$ cat config.mk
export PLATFORM = sky130hd
export DESIGN_NAME = ppu_instr_encoder_loader
export DESIGN_NICKNAME = d
export VERILOG_FILES = /design/src/rtl/ppu_isa_pkg.sv /design/src/rtl/ppu_instr_packer.sv /design/src/rtl/ppu_instr_encoder_loader.sv
export SDC_FILE = /design/constraint.sdc
export NUM_CORES = 1
export LEC_CHECK = 0
export BUFFER_PORTS_ARGS = -buffer_cell sky130_fd_sc_hd__buf_4
export CAP_MARGIN = 5
export CORE_ASPECT_RATIO = 1.2
export CORE_MARGIN = 2
export CORE_UTILIZATION = 30
export CTS_CLUSTER_SIZE = 28
export DETAILED_ROUTE_END_ITERATION = 10
export GPL_ROUTABILITY_DRIVEN = 0
export SYNTH_ARGS = -nofsm -noshare
export SYNTH_HDL_FRONTEND = slang
export SYNTH_SLANG_ARGS = --single-unit
$ cat constraint.sdc
create_clock -name clk -period 2.4 [get_ports clk]
set_input_delay 0.36 -clock clk [delete_from_list [all_inputs] [get_ports clk]]
set_output_delay 0.36 -clock clk [all_outputs]
set_load 0.05 [all_outputs]
$ cat src/rtl/ppu_isa_pkg.sv
// ppu_isa_pkg: opcode/funct/REGIMM constants and the symbolic mnemonic set shared by
// the PPU decode/control stages and the instruction encoder-loader.
// Pure declarations plus small field-packing helpers; no state.
package ppu_isa_pkg;

  // Primary opcodes
  localparam logic [5:0] OP_SPECIAL  = 6'b000000;
  localparam logic [5:0] OP_REGIMM   = 6'b000001;
  localparam logic [5:0] OP_J        = 6'b000010;
  localparam logic [5:0] OP_JAL      = 6'b000011;
  localparam logic [5:0] OP_BEQ      = 6'b000100;
  localparam logic [5:0] OP_BNE      = 6'b000101;
  localparam logic [5:0] OP_BLEZ     = 6'b000110;
  localparam logic [5:0] OP_BGTZ     = 6'b000111;
  localparam logic [5:0] OP_ADDIU    = 6'b001001;
  localparam logic [5:0] OP_LUI      = 6'b001111;
  localparam logic [5:0] OP_COP0     = 6'b010000;
  localparam logic [5:0] OP_SPECIAL2 = 6'b011100;
  localparam logic [5:0] OP_LB       = 6'b100000;
  localparam logic [5:0] OP_LH       = 6'b100001;
  localparam logic [5:0] OP_LW       = 6'b100011;
  localparam logic [5:0] OP_LBU      = 6'b100100;
  localparam logic [5:0] OP_LHU      = 6'b100101;
  localparam logic [5:0] OP_SB       = 6'b101000;
  localparam logic [5:0] OP_SH       = 6'b101001;
  // Single-word store; not to be confused with the 64-bit SD opcode (111111).
  localparam logic [5:0] OP_SW       = 6'b101011;

  // SPECIAL function codes
  localparam logic [5:0] FN_SLL  = 6'h00;
  localparam logic [5:0] FN_SRL  = 6'h02;
  localparam logic [5:0] FN_SRA  = 6'h03;
  localparam logic [5:0] FN_SLLV = 6'h04;
  localparam logic [5:0] FN_SRLV = 6'h06;
  localparam logic [5:0] FN_SRAV = 6'h07;
  localparam logic [5:0] FN_JR   = 6'h08;
  localparam logic [5:0] FN_JALR = 6'h09;
  localparam logic [5:0] FN_MOVZ = 6'h0A;
  localparam logic [5:0] FN_MOVN = 6'h0B;
  localparam logic [5:0] FN_MFHI = 6'h10;
  localparam logic [5:0] FN_MTHI = 6'h11;
  localparam logic [5:0] FN_MFLO = 6'h12;
  localparam logic [5:0] FN_MTLO = 6'h13;
  localparam logic [5:0] FN_ADD  = 6'h20;
  localparam logic [5:0] FN_ADDU = 6'h21;
  localparam logic [5:0] FN_SUB  = 6'h22;
  localparam logic [5:0] FN_SUBU = 6'h23;
  localparam logic [5:0] FN_AND  = 6'h24;
  localparam logic [5:0] FN_OR   = 6'h25;
  localparam logic [5:0] FN_XOR  = 6'h26;
  localparam logic [5:0] FN_NOR  = 6'h27;
  localparam logic [5:0] FN_SLT  = 6'h2A;
  localparam logic [5:0] FN_SLTU = 6'h2B;
  localparam logic [5:0] FN_TGE  = 6'h30;
  localparam logic [5:0] FN_TGEU = 6'h31;
  localparam logic [5:0] FN_TLT  = 6'h32;
  localparam logic [5:0] FN_TLTU = 6'h33;
  localparam logic [5:0] FN_TEQ  = 6'h34;
  localparam logic [5:0] FN_TNE  = 6'h36;

  // SPECIAL2 function codes
  localparam logic [5:0] FN2_CLZ = 6'h20;
  localparam logic [5:0] FN2_CLO = 6'h21;

  // COP0 rs-field sub-ops
  localparam logic [4:0] CP0_MF = 5'b00000;
  localparam logic [4:0] CP0_MT = 5'b00100;

  // REGIMM rt-field sub-codes
  localparam logic [4:0] RT_BLTZ   = 5'h00;
  localparam logic [4:0] RT_BGEZ   = 5'h01;
  localparam logic [4:0] RT_TGEI   = 5'h08;
  localparam logic [4:0] RT_TGEIU  = 5'h09;
  localparam logic [4:0] RT_TLTI   = 5'h0A;
  localparam logic [4:0] RT_TLTIU  = 5'h0B;
  localparam logic [4:0] RT_TEQI   = 5'h0C;
  localparam logic [4:0] RT_TNEI   = 5'h0E;
  localparam logic [4:0] RT_BLTZAL = 5'h10;
  localparam logic [4:0] RT_BGEZAL = 5'h11;

  // Memory port direction value for a write
  localparam logic MEM_RW_WRITE = 1'b1;

  // Symbolic mnemonics. The 6-bit space holds 63 codes (0x00..0x3E); 0x3F is
  // deliberately left unassigned so it always decodes as unknown.
  typedef enum logic [5:0] {
    M_NOP,
    M_ADD, M_ADDU, M_SUB, M_SUBU, M_SLT, M_SLTU, M_AND, M_OR, M_XOR, M_NOR,
    M_SLLV, M_SRLV, M_SRAV, M_MOVN, M_MOVZ,
    M_SLL, M_SRL, M_SRA,
    M_MFHI, M_MFLO, M_MTHI, M_MTLO, M_JR, M_JALR,
    M_TEQ, M_TGE, M_TGEU, M_TLT, M_TLTU, M_TNE,
    M_CLO, M_CLZ, M_MFC0, M_MTC0,
    M_BGEZ, M_BGEZAL, M_BLTZ, M_BLTZAL, M_BAL,
    M_TEQI, M_TGEI, M_TGEIU, M_TLTI, M_TLTIU, M_TNEI,
    M_BEQ, M_BNE, M_BLEZ, M_BGTZ, M_B,
    M_ADDIU, M_LUI,
    M_LB, M_LBU, M_LH, M_LHU, M_LW, M_SB, M_SH, M_SW,
    M_J, M_JAL
  } mnem_e;

  // R-type layout {op, rs, rt, rd, shamt, funct}
  function automatic logic [31:0] pack_r(input logic [5:0] op, input logic [4:0] rs,
                                         input logic [4:0] rt, input logic [4:0] rd,
                                         input logic [4:0] sh, input logic [5:0] fn);
    return {op, rs, rt, rd, sh, fn};
  endfunction

  // I-type layout {op, rs, rt, imm}
  function automatic logic [31:0] pack_i(input logic [5:0] op, input logic [4:0] rs,
                                         input logic [4:0] rt, input logic [15:0] imm);
    return {op, rs, rt, imm};
  endfunction

endpackage

$ cat src/rtl/ppu_instr_packer.sv
// ppu_instr_packer: maps a symbolic instruction onto its 32-bit MIPS encoding.
// Purely combinational; unknown mnemonics yield NOP with the unknown flag raised.
// No handshake of its own; the loader registers the result on accept.
import ppu_isa_pkg::*;

module ppu_instr_packer (
  input  logic [5:0]  mnem,
  input  logic [4:0]  rs,
  input  logic [4:0]  rt,
  input  logic [4:0]  rd,
  input  logic [4:0]  shamt,
  input  logic [15:0] imm,
  input  logic [25:0] target,
  output logic [31:0] word,
  output logic        unknown
);

  logic [5:0] fn;
  logic [4:0] ri_code;
  logic [5:0] i_op;
  logic [4:0] link_rd;

  // JALR with no explicit destination links through $31
  assign link_rd = (rd == 5'd0) ? 5'd31 : rd;

  // Per-mnemonic sub-codes: SPECIAL funct, REGIMM rt code, I-type opcode
  always_comb begin
    fn      = 6'h00;
    ri_code = 5'h00;
    i_op    = 6'h00;
    case (mnem)
      M_ADD:    fn = FN_ADD;
      M_ADDU:   fn = FN_ADDU;
      M_SUB:    fn = FN_SUB;
      M_SUBU:   fn = FN_SUBU;
      M_SLT:    fn = FN_SLT;
      M_SLTU:   fn = FN_SLTU;
      M_AND:    fn = FN_AND;
      M_OR:     fn = FN_OR;
      M_XOR:    fn = FN_XOR;
      M_NOR:    fn = FN_NOR;
      M_SLLV:   fn = FN_SLLV;
      M_SRLV:   fn = FN_SRLV;
      M_SRAV:   fn = FN_SRAV;
      M_MOVN:   fn = FN_MOVN;
      M_MOVZ:   fn = FN_MOVZ;
      M_SLL:    fn = FN_SLL;
      M_SRL:    fn = FN_SRL;
      M_SRA:    fn = FN_SRA;
      M_MFHI:   fn = FN_MFHI;
      M_MFLO:   fn = FN_MFLO;
      M_MTHI:   fn = FN_MTHI;
      M_MTLO:   fn = FN_MTLO;
      M_JR:     fn = FN_JR;
      M_JALR:   fn = FN_JALR;
      M_TEQ:    fn = FN_TEQ;
      M_TGE:    fn = FN_TGE;
      M_TGEU:   fn = FN_TGEU;
      M_TLT:    fn = FN_TLT;
      M_TLTU:   fn = FN_TLTU;
      M_TNE:    fn = FN_TNE;
      M_CLO:    fn = FN2_CLO;
      M_CLZ:    fn = FN2_CLZ;
      M_BGEZ:   ri_code = RT_BGEZ;
      M_BGEZAL: ri_code = RT_BGEZAL;
      M_BLTZ:   ri_code = RT_BLTZ;
      M_BLTZAL: ri_code = RT_BLTZAL;
      M_BAL:    ri_code = RT_BGEZAL;
      M_TEQI:   ri_code = RT_TEQI;
      M_TGEI:   ri_code = RT_TGEI;
      M_TGEIU:  ri_code = RT_TGEIU;
      M_TLTI:   ri_code = RT_TLTI;
      M_TLTIU:  ri_code = RT_TLTIU;
      M_TNEI:   ri_code = RT_TNEI;
      M_BEQ:    i_op = OP_BEQ;
      M_BNE:    i_op = OP_BNE;
      M_BLEZ:   i_op = OP_BLEZ;
      M_BGTZ:   i_op = OP_BGTZ;
      M_ADDIU:  i_op = OP_ADDIU;
      M_LB:     i_op = OP_LB;
      M_LBU:    i_op = OP_LBU;
      M_LH:     i_op = OP_LH;
      M_LHU:    i_op = OP_LHU;
      M_LW:     i_op = OP_LW;
      M_SB:     i_op = OP_SB;
      M_SH:     i_op = OP_SH;
      M_SW:     i_op = OP_SW;
      M_J:      i_op = OP_J;
      M_JAL:    i_op = OP_JAL;
      default:  fn = 6'h00;
    endcase
  end

  // Field assembly by instruction class
  always_comb begin
    word    = 32'h0000_0000;
    unknown = 1'b0;
    case (mnem)
      M_NOP: word = 32'h0000_0000;
      M_ADD, M_ADDU, M_SUB, M_SUBU, M_SLT, M_SLTU, M_AND, M_OR, M_XOR, M_NOR,
      M_SLLV, M_SRLV, M_SRAV, M_MOVN, M_MOVZ:
        word = pack_r(OP_SPECIAL, rs, rt, rd, 5'd0, fn);
      M_SLL, M_SRL, M_SRA:
        word = pack_r(OP_SPECIAL, 5'd0, rt, rd, shamt, fn);
      M_MFHI, M_MFLO:
        word = pack_r(OP_SPECIAL, 5'd0, 5'd0, rd, 5'd0, fn);
      M_MTHI, M_MTLO, M_JR:
        word = pack_r(OP_SPECIAL, rs, 5'd0, 5'd0, 5'd0, fn);
      M_JALR:
        word = pack_r(OP_SPECIAL, rs, 5'd0, link_rd, 5'd0, fn);
      M_TEQ, M_TGE, M_TGEU, M_TLT, M_TLTU, M_TNE:
        word = {OP_SPECIAL, rs, rt, 10'd0, fn};
      M_CLO, M_CLZ:
        word = pack_r(OP_SPECIAL2, rs, rd, rd, 5'd0, fn);
      M_MFC0:
        word = {OP_COP0, CP0_MF, rt, rd, 11'd0};
      M_MTC0:
        word = {OP_COP0, CP0_MT, rt, rd, 11'd0};
      M_BGEZ, M_BGEZAL, M_BLTZ, M_BLTZAL,
      M_TEQI, M_TGEI, M_TGEIU, M_TLTI, M_TLTIU, M_TNEI:
        word = pack_i(OP_REGIMM, rs, ri_code, imm);
      M_BAL:
        word = pack_i(OP_REGIMM, 5'd0, ri_code, imm);
      M_BEQ, M_BNE:
        word = pack_i(i_op, rs, rt, imm);
      M_BLEZ, M_BGTZ:
        word = pack_i(i_op, rs, 5'd0, imm);
      M_B:
        word = pack_i(OP_BEQ, 5'd0, 5'd0, imm);
      M_ADDIU, M_LB, M_LBU, M_LH, M_LHU, M_LW, M_SB, M_SH, M_SW:
        word = pack_i(i_op, rs, rt, imm);
      M_LUI:
        word = pack_i(OP_LUI, 5'd0, rt, imm);
      M_J, M_JAL:
        word = {i_op, target};
      default: begin
        word    = 32'h0000_0000;
        unknown = 1'b1;
      end
    endcase
  end

endmodule

$ cat src/rtl/ppu_instr_encoder_loader.sv
// ppu_instr_encoder_loader: packs symbolic instructions and writes them to instruction memory.
// Latency: accept -> mem_en one cycle; one word in flight, in_ready low while writing.
// Backpressure: mem_ready low holds address/data stable; words beyond DEPTH end the session.
import ppu_isa_pkg::*;

module ppu_instr_encoder_loader #(
  parameter int unsigned ADDR_W    = 32,
  parameter logic [ADDR_W-1:0] BASE_ADDR = '0,
  parameter int unsigned DEPTH     = 256,
  parameter int unsigned CNT_W     = $clog2(DEPTH) + 1
) (
  input  logic              clk,
  input  logic              reset_n,
  input  logic              start,
  input  logic              in_valid,
  output logic              in_ready,
  input  logic [5:0]        in_mnem,
  input  logic [4:0]        in_rs,
  input  logic [4:0]        in_rt,
  input  logic [4:0]        in_rd,
  input  logic [4:0]        in_shamt,
  input  logic [15:0]       in_imm,
  input  logic [25:0]       in_target,
  input  logic              in_last,
  output logic              mem_en,
  output logic              mem_rw,
  output logic [ADDR_W-1:0] mem_addr,
  output logic [31:0]       mem_wdata,
  input  logic              mem_ready,
  output logic [CNT_W-1:0]  word_count,
  output logic              err_unknown,
  output logic              overflow,
  output logic              done
);

  typedef enum logic [1:0] {
    ST_IDLE,
    ST_RUN,
    ST_WRITE,
    ST_DONE
  } state_e;

  localparam logic [CNT_W-1:0] FULL_CNT = CNT_W'(DEPTH);

  state_e      state;
  logic        last_q;
  logic [31:0] pk_word;
  logic        pk_unknown;

  ppu_instr_packer u_packer (
    .mnem    (in_mnem),
    .rs      (in_rs),
    .rt      (in_rt),
    .rd      (in_rd),
    .shamt   (in_shamt),
    .imm     (in_imm),
    .target  (in_target),
    .word    (pk_word),
    .unknown (pk_unknown)
  );

  // Session FSM with registered handshake, memory-port and status outputs
  always_ff @(posedge clk) begin
    if (!reset_n) begin
      state       <= ST_IDLE;
      last_q      <= 1'b0;
      in_ready    <= 1'b0;
      mem_en      <= 1'b0;
      mem_rw      <= 1'b0;
      mem_addr    <= BASE_ADDR;
      mem_wdata   <= 32'h0000_0000;
      word_count  <= '0;
      err_unknown <= 1'b0;
      overflow    <= 1'b0;
      done        <= 1'b0;
    end else begin
      done <= 1'b0;
      case (state)
        ST_IDLE: begin
          if (start) begin
            mem_addr    <= BASE_ADDR;
            word_count  <= '0;
            err_unknown <= 1'b0;
            overflow    <= 1'b0;
            in_ready    <= 1'b1;
            state       <= ST_RUN;
          end
        end
        ST_RUN: begin
          if (in_valid && in_ready) begin
            in_ready <= 1'b0;
            if (word_count == FULL_CNT) begin
              // Load window already full: drop this word and close the session
              overflow <= 1'b1;
              done     <= 1'b1;
              state    <= ST_DONE;
            end else begin
              mem_wdata <= pk_word;
              last_q    <= in_last;
              mem_en    <= 1'b1;
              mem_rw    <= MEM_RW_WRITE;
              state     <= ST_WRITE;
              if (pk_unknown) begin
                err_unknown <= 1'b1;
              end
            end
          end
        end
        ST_WRITE: begin
          if (mem_ready) begin
            mem_en     <= 1'b0;
            mem_rw     <= 1'b0;
            mem_addr   <= mem_addr + ADDR_W'(4);
            word_count <= word_count + CNT_W'(1);
            if (last_q) begin
              done  <= 1'b1;
              state <= ST_DONE;
            end else begin
              in_ready <= 1'b1;
              state    <= ST_RUN;
            end
          end
        end
        ST_DONE: begin
          state <= ST_IDLE;
        end
        default: begin
          state <= ST_IDLE;
        end
      endcase
    end
  end

endmodule

==> metrics.yaml, run 1 <==
cts_tree: "built"
achievable-frequency_mhz: 459
timing.critical_path.arrival_ns: 2.45
crit_start: "state[1]$_SDFFE_PN0P_"
pin_count_of_the_biggest_net_entering_global_routing: 36
slew_viol_final: 0
worstHoldPathType: "input port to register"
finalCriticalPeriod_ns: 2.18
worstReg2RegEnd: "mem_addr[28]$_SDFFE_PN0P_"
finalSetupViolations: 0
design.portCount: 153
dieHeight_um: 141
grt_overflow_total: 0
tightest_slew_ns: 0.695
area_share_of_fa_ha_maj_cells_after_synthesis_pct: 1.86
hpwlAfterDp_um: 12100
synth.lib_cells_used.distinct: 68
dpl_ws_ns: 0.164
synth_async_sr_flop_share_pct: 0
timing.critical_path.from_type: "register"
syn-mean-instance-area_um2: 7.62
wire_per_inst_um: 16.4
synth-seq-area-share_pct: 33.6
portBuffers: 150
hold_path_startpoint: "in_rt[4]"
design.core.area_mm2: 0.0155
wirelength_um: 16000
main_combinational_cell_family_by_area_after_synthesis: "simple AND/OR/NAND/NOR gates"
worstPathRequired_ns: 2.67
post-route-util_pct: 41.9
drt-pass1-iter-count: 5
global_route_wire_length_before_repair_um: 25500
layout_common_cells: "sky130_fd_sc_hd__buf_4, sky130_fd_sc_hd__dfxtp_1, sky130_fd_sc_hd__nor2_1, sky130_fd_sc_hd__nand2_1, sky130_fd_sc_hd__a21oi_1"
cap_viol_max_count: 0
rr_worst_depth: 8
cts.path.max_buffers: 2
drive_gt1_share_pct: 28.5
hold_path_depth: 3
synthesis.area_mm2: 0.00471
num_rows: 50
clock_tree.root_cell: "sky130_fd_sc_hd__clkbuf_16"
h-tree-depth: 3
muxShareOfSynthArea_pct: 0.930
layout.nets: 847
detail_route.iter0.violations: 324
leakage_power_figure_nw: 2.55
grt_util_all_layers_pct: 19.2
via_count_of_the_first_global_routing_pass: 4972
min_delay_worst_endpoint: "mem_wdata[20]$_SDFFE_PN0P_"
synth-seq-cells: 79
clock_latency_ns: 0.35
totalNegativeSetupSlack_ns: 0
commonest_non_fill_non_tap_cell_in_the_layout: "sky130_fd_sc_hd__buf_4"
drc: 0
synth_simple_gate_area_share_pct: 26.4
status: "finished, final reports clean"
number_of_inserted_diodes: 0
synth_ff_type: "sky130_fd_sc_hd__dfxtp_1"
fin_worst_skew_ns: 0.0104
routed-via-count: 5194
min_period_over_period_pct: 90.7
rsz0062_at_grt: "no"
path_class: "register to register"
syn_to_final_growth_pct: 37.6
drt.antenna.violating_nets: 0
synth_xor_xnor_area_share_pct: 6.14
number_of_synthesized_flops_with_an_enable_pin: 0
die_x_um: 118
final.setup.worst_slack_ns: 0.223
cellPowerDensity_mw_per_mm2: 644
routed_via_density: 5.31
max_slew_margin_pct: 53.7
vdd_ir_drop_max_mv: 0.347
worstPathMaxFanout: 8
antenna_violations_before_repair: 0
synth_warnings: 0
cts.sink_count: 79
endpoint_kind: "register"
synth_compound_gate_area_share_pct: 25.1
critical_path.reg2reg.startpoint: "state[1]$_SDFFE_PN0P_"
cts-buffers-inserted: 9
ctsHoldBuffers: 0
design.die.area_mm2: 0.0167
initial_utilization_pct: 30.5
timing_hold_violations_final: 0
synthCells: 618
rrSetupSlack_ns: 0.22
clock_pin_slew_on_the_worst_setup_and_hold_paths_ns: 0.06
==> how the worst max path moves through the flow <==
stage | end | slack [ns] | cells after the start
2_1_floorplan | mem_wdata[10]$_SDFFE_PN0P_ | 0.04 | 9
3_3_place_gp | err_unknown$_SDFFE_PN0P_ | 0.18 | 7
3_5_place_dp | mem_addr[28]$_SDFFE_PN0P_ | 0.16 | 8
4_1_cts | mem_addr[28]$_SDFFE_PN0P_ | 0.13 | 8
5_1_grt | in_ready$_SDFFE_PN0P_ | 0.0002 | 8
6_report | mem_addr[28]$_SDFFE_PN0P_ | 0.22 | 8
==> cell type report <==
| class | instances | area [um2] |
|---|---|---|
| sequential | 79 | 1580 |
| inverter | 15 | 56.3 |
| multi-input combinational | 477 | 2880 |
| tap | 208 | 260 |
| clock inverter | 5 | 82.6 |
| clock buffer | 11 | 233 |
| fill | 1596 | 8980 |
| timing repair buffer | 184 | 1380 |
==> worst max-delay path, stage by stage (launching register included) <==
cell and delay (ns):
sky130_fd_sc_hd__dfxtp_1 0.40, sky130_fd_sc_hd__inv_1 0.11, sky130_fd_sc_hd__ha_1 0.28, sky130_fd_sc_hd__nor2b_1 0.21, sky130_fd_sc_hd__nor3_2 0.18, sky130_fd_sc_hd__and3_1 0.26
sky130_fd_sc_hd__nand2_2 0.14, sky130_fd_sc_hd__or3_1 0.38, sky130_fd_sc_hd__a21oi_1 0.15
==> registers in the layout (all words and copies together) (netlist names) <==
register     count
done             1
err_unknown      1
in_ready         1
last_q           1
mem_addr        30
mem_rw           1
mem_wdata       32
overflow         1
state            2
word_count       9
==> power breakdown <==
group          leakage [nW]  internal (mW)  total, mW  switching [mW]
combinational          1.77          0.447       1.25           0.806
clock                 0.142          0.912       1.48           0.567
sequential            0.638           1.38       1.44          0.0570
==> cell families after synthesis <==
family / count (synthesis)
and+or+nand+nor: 249
AOI/OAI and AO/OA: 182
DFF: 79
buffers and inverters: 63
xor gates and xnor gates: 33
adders and majority gates: 7
muxes: 4
other: 1
==> what timing repair did <==
| item | 4_1_cts | 5_1_grt |
|---|---|---|
| gates resized for setup | 0 | 4 |
| setup endpoints to repair | 0 | 15 |
| buffers inserted | 0 | 0 |
==> per-layer routing <==
metal  share of wire (%)  up-vias  wire length [um]  track usage [%]
met4                 3.3        0               522             8.94
met2                  50      205              7970             32.9
met3                 7.0       38              1120             4.29
met5                   0        -                 0                0
li1                    -     2543                 -                -
met1                  40     2408              6400             22.8
==> metrics by stage <==
step                      power (mW)  instance area (um2)  hold slack [ns]  cells
after floorplan                 2.28                 4710            0.446    619
final                           4.17                 6470            0.257    979
after global routing            4.40                 6470            0.251    979
after detailed placement        2.71                 6150            0.445    963
after CTS                       4.21                 6460            0.240    979
after global placement          2.71                 6150            0.436    963
==> synth_stat cells (all sizes together) (3+ instances only) <==
master / instances / share of area [%]
dfxtp: 79 / 34
a222oi: 7 / 1.5
a31oi: 5 / 0.66
a21oi: 46 / 4.9
nand2: 64 / 5.2
inv: 15 / 1.2
and3: 9 / 1.2
a22oi: 7 / 1.1
nand3: 22 / 2.3
or2: 4 / 0.53
buf: 27 / 3.1
nor3: 18 / 2.2
o21ai: 51 / 5.4
clkbuf: 21 / 1.7
a211oi: 13 / 2.1
nor2: 76 / 6.1
and2: 4 / 0.53
a41oi: 3 / 0.56
nand2b: 5 / 0.66
o21a: 3 / 0.48
xnor2: 17 / 3.2
and4: 3 / 0.56
nor3b: 3 / 0.69
o32ai: 3 / 0.56
nor4: 7 / 1.6
o22ai: 6 / 0.80
nor2b: 6 / 0.80
mux2: 3 / 0.72
ha: 7 / 1.9
a221oi: 11 / 2.0
nand4: 12 / 1.6
or3: 10 / 1.3
xor2: 16 / 3.0
o211ai: 4 / 0.64
Note: power is estimated with default switching activity, not from simulation.
==> run 2: changes to the inputs <==
Settings changed: CORE_UTILIZATION 30 to 46, PLACE_DENSITY from default to 0.76.
==> run 2 against run 1 <==
Compared with the run above: global-route usage grew 8.6 points; count of clock-buffer cells in the layout is the same; routed wire length shrank 5.5%; non-clock buffer count shrank 10; critical path depth is the same; power shrank 3.7%; combinational power is essentially flat; clock power shrank 11%; fmax shrank 4.8%.
==> metrics.yaml, run 2 (synthesis results as in run 1) <==
status: "finished, final reports clean"
routed_via_density: 6.01  # +13%
endpoint_kind: "register"
design.die.area_mm2: 0.0111  # -34%
layout_top_registers: "mem_wdata x32, mem_addr x30, word_count x9"
max_slew_margin_pct: 63.0  # +9.4 points
drive_gt1_share_pct: 27.6  # -0.94 points
path_class: "register to register"
vdd_ir_drop_max_mv: 0.272  # -22%
drt.antenna.violating_nets: 0  # unchanged
rr_worst_depth: 8  # unchanged
timing.critical_path.from_type: "register"
clock_latency_ns: 0.33  # -0.02 ns
timing.critical_path.arrival_ns: 2.57  # +0.12 ns
cts_setup_buffers: 0  # unchanged
worstReg2RegEnd: "err_unknown$_SDFFE_PN0P_"
cts.repair.resized: 0  # unchanged
worstHoldPathType: "input port to register"
leakage_power_figure_nw: 2.50  # -2.1%
largest_register_ff_count: 32  # unchanged
fin_worst_skew_ns: 0.00742  # -0.00302 ns
max_flop_register: "mem_wdata"
hpwlAfterDp_um: 11300  # -6.7%
detail_route.iter0.violations: 466  # +44%
wire_per_inst_um: 17.1  # +4.3%
achievable-frequency_mhz: 437  # -4.8%
min_period_over_period_pct: 95.2  # +4.5 points
hold_path_startpoint: "in_last"
die_x_um: 96.3  # -19%
cts_tree: "built"
final.setup.worst_slack_ns: 0.114  # -0.109 ns
global_route_wire_length_before_repair_um: 24300  # -4.6%
grt_util_all_layers_pct: 27.8  # +8.6 points
cts-buffers-inserted: 9  # unchanged
cellPowerDensity_mw_per_mm2: 641  # -0.57%
dpl_ws_ns: 0.0448  # -0.119 ns
ctsHoldBuffers: 0  # unchanged
portBuffers: 150  # unchanged
routed-via-count: 5332  # +2.7%
drt-pass1-iter-count: 5  # unchanged
number_of_inserted_diodes: 0  # unchanged
design.portCount: 153  # unchanged
pin_count_of_the_biggest_net_entering_global_routing: 37  # +2.8%
hold_path_depth: 3  # unchanged
layout_common_cells: "sky130_fd_sc_hd__buf_4, sky130_fd_sc_hd__dfxtp_1, sky130_fd_sc_hd__nor2_1, sky130_fd_sc_hd__nand2_1, sky130_fd_sc_hd__a21oi_1"
cap_viol_max_count: 0  # unchanged
cts.sink_count: 79  # unchanged
rrSetupSlack_ns: 0.11  # -0.11 ns
num_rows: 40  # -20%
commonest_non_fill_non_tap_cell_in_the_layout: "sky130_fd_sc_hd__buf_4"
finalSetupViolations: 0  # unchanged
worstPathRequired_ns: 2.68  # about the same
syn_to_final_growth_pct: 33.3
finalCriticalPeriod_ns: 2.29  # +0.109 ns
clock_tree.root_cell: "sky130_fd_sc_hd__clkbuf_16"
layout.nets: 837  # -1.2%
min_delay_worst_endpoint: "last_q$_SDFFE_PN0P_"
design.core.area_mm2: 0.0100  # -35%
cts.path.max_buffers: 2  # unchanged
antenna_violations_before_repair: 0  # unchanged
slew_viol_final: 0  # unchanged
total_power_draw_mw: 4.02  # -3.7%
drc: 0  # unchanged
h-tree-depth: 3  # unchanged
worstPathMaxFanout: 9  # +1
totalNegativeSetupSlack_ns: 0  # unchanged
wirelength_um: 15100  # -5.5%
initial_utilization_pct: 47.0  # +17 points
critical_path.reg2reg.startpoint: "state[1]$_SDFFE_PN0P_"
rsz0062_at_grt: "no"
grt_overflow_total: 0  # unchanged
clock_pin_slew_on_the_worst_setup_and_hold_paths_ns: 0.06  # about the same
dieHeight_um: 115  # -19%
tightest_slew_ns: 0.552  # -0.142 ns
via_count_of_the_first_global_routing_pass: 5076  # +2.1%
timing_hold_violations_final: 0  # unchanged
==> run 2: changes by cell type in the layout (fill, tap and decap cells not counted), moves of 2 or more <==
cell | before | now
sky130_fd_sc_hd__bufinv_16 | 2 | 0
sky130_fd_sc_hd__buf_4 | 184 | 173
sky130_fd_sc_hd__clkinvlp_4 | 3 | 1
sky130_fd_sc_hd__clkinv_2 | 0 | 3
sky130_fd_sc_hd__clkbuf_8 | 0 | 2
sky130_fd_sc_hd__clkbuf_1 | 2 | 0
==> run 2: worst max-delay path: stages (launching register included) <==
cell and delay (ns):
sky130_fd_sc_hd__dfxtp_1 0.34, sky130_fd_sc_hd__inv_1 0.14, sky130_fd_sc_hd__ha_2 0.30, sky130_fd_sc_hd__inv_2 0.09, sky130_fd_sc_hd__a31o_1 0.22, sky130_fd_sc_hd__a2111oi_1 0.50
sky130_fd_sc_hd__o21ai_1 0.23, sky130_fd_sc_hd__mux2_1 0.36, sky130_fd_sc_hd__nand2_1 0.05
==> run 2: power breakdown <==
part,leakage (nW),internal [mW],switching (mW)
logic,1.72,0.452,0.818
clock network,0.142,0.755,0.554
registers,0.638,1.38,0.0569
total,2.50,2.59,1.43
==> run 2: cell type report <==
cell class | instances | area [um2]
inverter | 15 | 56.3
tap | 126 | 158
multi-input combinational | 477 | 2870
timing repair buffer | 174 | 1320
clock inverter | 5 | 31.3
sequential | 79 | 1580
clock buffer | 11 | 253
fill | 897 | 3740
==> run 2: worst max path at each step <==
stage	from	end	slack (ns)
2_1_floorplan	word_count[1]$_SDFFE_PN0P_	mem_wdata[10]$_SDFFE_PN0P_	0.04
3_3_place_gp	state[1]$_SDFFE_PN0P_	err_unknown$_SDFFE_PN0P_	0.08
3_5_place_dp	state[1]$_SDFFE_PN0P_	err_unknown$_SDFFE_PN0P_	0.04
4_1_cts	state[1]$_SDFFE_PN0P_	err_unknown$_SDFFE_PN0P_	0.04
5_1_grt	state[0]$_SDFFE_PN0P_	mem_addr[31]$_SDFFE_PN0P_	0.05
6_report	state[1]$_SDFFE_PN0P_	err_unknown$_SDFFE_PN0P_	0.11
==> run 2: metal layers <==
layer  track usage (%)  vias to the layer above  share of wire [%]
li1                  -                     2516                  -
met1              34.3                     2488                 38
met2              47.6                      286                 50
met3              5.90                       42                9.2
met4              9.48                        0                2.4
met5                 0                        -                  0
==> run 2: metrics by stage <==
stage	cells	hold WS [ns]	cell area [um2]	utilization [%]
3_3_place_gp	871	0.441	5980	59.8
4_1_cts	887	0.269	6260	62.6
6_report	887	0.275	6270	62.7
2_1_floorplan	619	0.446	4710	-
5_1_grt	887	0.297	6270	62.7
3_5_place_dp	871	0.445	5980	59.8
==> run 3: changes to the inputs <==
Settings changed: CORE_MARGIN 2 to 5, CORE_UTILIZATION 46 to 51, CTS_CLUSTER_DIAMETER from default to 150, PLACE_DENSITY 0.76 to 0.8.
Clock period 2.4 ns to 2.58 ns, I/O delays scaled along.
==> run 3 against run 2 <==
Compared with the run above: sequential power decreased by 8%; first-iteration DRC count increased by 23%; via count decreased by 0.94%; die area increased by 1.8%; cell count decreased by 1.1%; clock skew increased by 0.0036 ns; combinational power decreased by 9%; core utilization increased by 5.5 points; critical path type unchanged.
==> metrics.yaml, run 3 (synthesis results as in run 1) <==
worstPathMaxFanout: 7  # -2
hpwlAfterDp_um: 11300  # +0.59%
combPwrFrac_pct: 32.5  # +0.9 points
vdd_ir_drop_max_mv: 0.438  # +61%
commonest_non_fill_non_tap_cell_in_the_layout: "sky130_fd_sc_hd__buf_4"
largest_register_ff_count: 32  # unchanged
multi_input_gate_area_in_the_final_layout_mm2: 0.00287  # -0.13%
slew_viol_final: 0  # unchanged
routed_via_density: 6.02  # +0.19%
worstPathRequired_ns: 2.82  # +0.14 ns
total_power_draw_mw: 3.54  # -12%
grt_util_all_layers_pct: 25.9  # -1.8 points
grt_overflow_total: 0  # unchanged
timing.critical_path.from_type: "register"
seq_power_share_pct: 37.7  # +1.9 points
cts-buffers-inserted: 9  # unchanged
wire_per_inst_um: 17.0  # -0.36%
switchingPower_mw: 1.29  # -9.5%
layout_top_registers: "mem_wdata x32, mem_addr x30, word_count x9"
holdWs_ns: 0.282  # +0.00731 ns
cts.sink_count: 79  # unchanged
endpoint_kind: "register"
design.portCount: 153  # unchanged
cap_viol_max_count: 0  # unchanged
layout.nets: 833  # -0.48%
portBuffers: 150  # unchanged
sw_frac_of_total_pct: 36.5  # +1.0 points
achievable-frequency_mhz: 437  # about the same
wirelength_um: 14900  # -1.5%
global_route_wire_length_before_repair_um: 24100  # -0.88%
finalCriticalPeriod_ns: 2.29  # +0.000131 ns
max_flop_register: "mem_wdata"
power_frac_clock_pct: 29.8  # -2.8 points
design.die.area_mm2: 0.0113  # +1.8%
initial_utilization_pct: 52.1  # +5.1 points
rrSetupSlack_ns: 0.29  # +0.18 ns
totalNegativeSetupSlack_ns: 0  # unchanged
timing.critical_path.arrival_ns: 2.52  # -0.05 ns
clock_latency_ns: 0.35  # +0.02 ns
cts.repair.resized: 0  # unchanged
max_slew_margin_pct: 53.7  # -9.3 points
dieHeight_um: 115  # +0.37%
routed-via-count: 5282  # -0.94%
finalSetupViolations: 0  # unchanged
antenna_violations_before_repair: 0  # unchanged
syn_to_final_growth_pct: 30.9
die_x_um: 97.7  # +1.4%
cellPowerDensity_mw_per_mm2: 575  # -10%
sequential_standard_cell_area_mm2: 0.00158  # about the same
clock_tree.root_cell: "sky130_fd_sc_hd__clkbuf_8"
drt.antenna.violating_nets: 0  # unchanged
layout_common_cells: "sky130_fd_sc_hd__buf_4, sky130_fd_sc_hd__dfxtp_1, sky130_fd_sc_hd__nor2_1, sky130_fd_sc_hd__nand2_1, sky130_fd_sc_hd__a21oi_1"
number_of_inserted_diodes: 0  # unchanged
num_rows: 38  # -5.0%
worstHoldPathType: "input port to register"
leakage_power_figure_nw: 2.45  # -1.9%
rsz0062_at_grt: "no"
pin_count_of_the_biggest_net_entering_global_routing: 38  # +2.7%
design.core.area_mm2: 0.00903  # -9.8%
cts.path.max_buffers: 2  # unchanged
ctsHoldBuffers: 0  # unchanged
drt-pass1-iter-count: 6  # +1
h-tree-depth: 3  # unchanged
path_class: "register to register"
drive_gt1_share_pct: 26.9  # -0.65 points
detail_route.iter0.violations: 574  # +23%
timing_hold_violations_final: 0  # unchanged
via_count_of_the_first_global_routing_pass: 4993  # -1.6%
clock_pin_slew_on_the_worst_setup_and_hold_paths_ns: 0.09  # +0.03 ns
status: "finished, final reports clean"
min_period_over_period_pct: 88.6  # -6.6 points
fillerInstances: 790  # -12%
fin_worst_skew_ns: 0.0110  # +0.00360 ns
drc: 0  # unchanged
tightest_slew_ns: 0.691  # +0.139 ns
cts_setup_buffers: 0  # unchanged
cts_tree: "built"
intPower_mw: 2.25  # -13%
==> run 3: changes by cell type in the layout (fill, tap and decap cells not counted), sizes merged <==
cell,change
clkinv,-2
buf,-4
inv,+3
clkbuf,-2
clkinvlp,-1
bufinv,+2
==> run 3: metal layers <==
metal	track usage, %	wire (um)	share of wire [%]	up-vias
li1	-	-	-	2512
met1	31.7	5690	38	2423
met2	45.7	7490	50	297
met3	5.52	1400	9.4	50
met4	8.59	343	2.3	0
met5	0	0	0	-
==> run 3: final cells by class <==
class	instances	area share (%)
inverters	15	0.914
well taps	120	2.44
multi-input cells	477	46.6
clock buffers	9	2.01
repair buffers	170	20.7
flip-flops and latches	79	25.7
clock inverters	7	1.67
==> run 3: power groups by stage <==
stage	Clock, mW	Sequential [mW]	Combinational (mW)
2_1_floorplan	0	1.53	0.585
3_5_place_dp	0	1.36	1.14
5_1_grt	1.13	1.34	1.24
6_report	1.05	1.33	1.15
3_3_place_gp	0	1.36	1.11
4_1_cts	1.07	1.33	1.14
==> run 3: critical path, stage by stage, from the launching register on <==
cell and delay (ns):
sky130_fd_sc_hd__dfxtp_1 0.34, sky130_fd_sc_hd__inv_1 0.13, sky130_fd_sc_hd__ha_1 0.27, sky130_fd_sc_hd__nor2b_1 0.52
sky130_fd_sc_hd__nor3_2 0.13, sky130_fd_sc_hd__and3_1 0.24, sky130_fd_sc_hd__buf_4 0.16, sky130_fd_sc_hd__and3_1 0.19
sky130_fd_sc_hd__xnor2_1 0.14, sky130_fd_sc_hd__nor2_1 0.05
==> run 3: stage by stage <==
step | instances | util (%) | instance area [um2] | setup WS (ns)
detailed placement | 861 | 65.6 | 5930 | 0.282
global route | 877 | 68.2 | 6160 | 0.0771
floorplan | 619 | - | 4710 | 0.172
global placement | 861 | 65.6 | 5930 | 0.355
CTS | 877 | 68.1 | 6160 | 0.212
finish | 877 | 68.2 | 6160 | 0.294
==> run 3: path summary, 6_finish.rpt <==
| path | from | cells after the start | end |
|---|---|---|---|
| max | state[1]$_SDFFE_PN0P_ | 9 | mem_addr[22]$_SDFFE_PN0P_ |
| min | in_last | 3 | last_q$_SDFFE_PN0P_ |
| max reg2reg | state[1]$_SDFFE_PN0P_ | 9 | mem_addr[22]$_SDFFE_PN0P_ |
| min reg2reg | mem_wdata[21]$_SDFFE_PN0P_ | 2 | mem_wdata[21]$_SDFFE_PN0P_ |
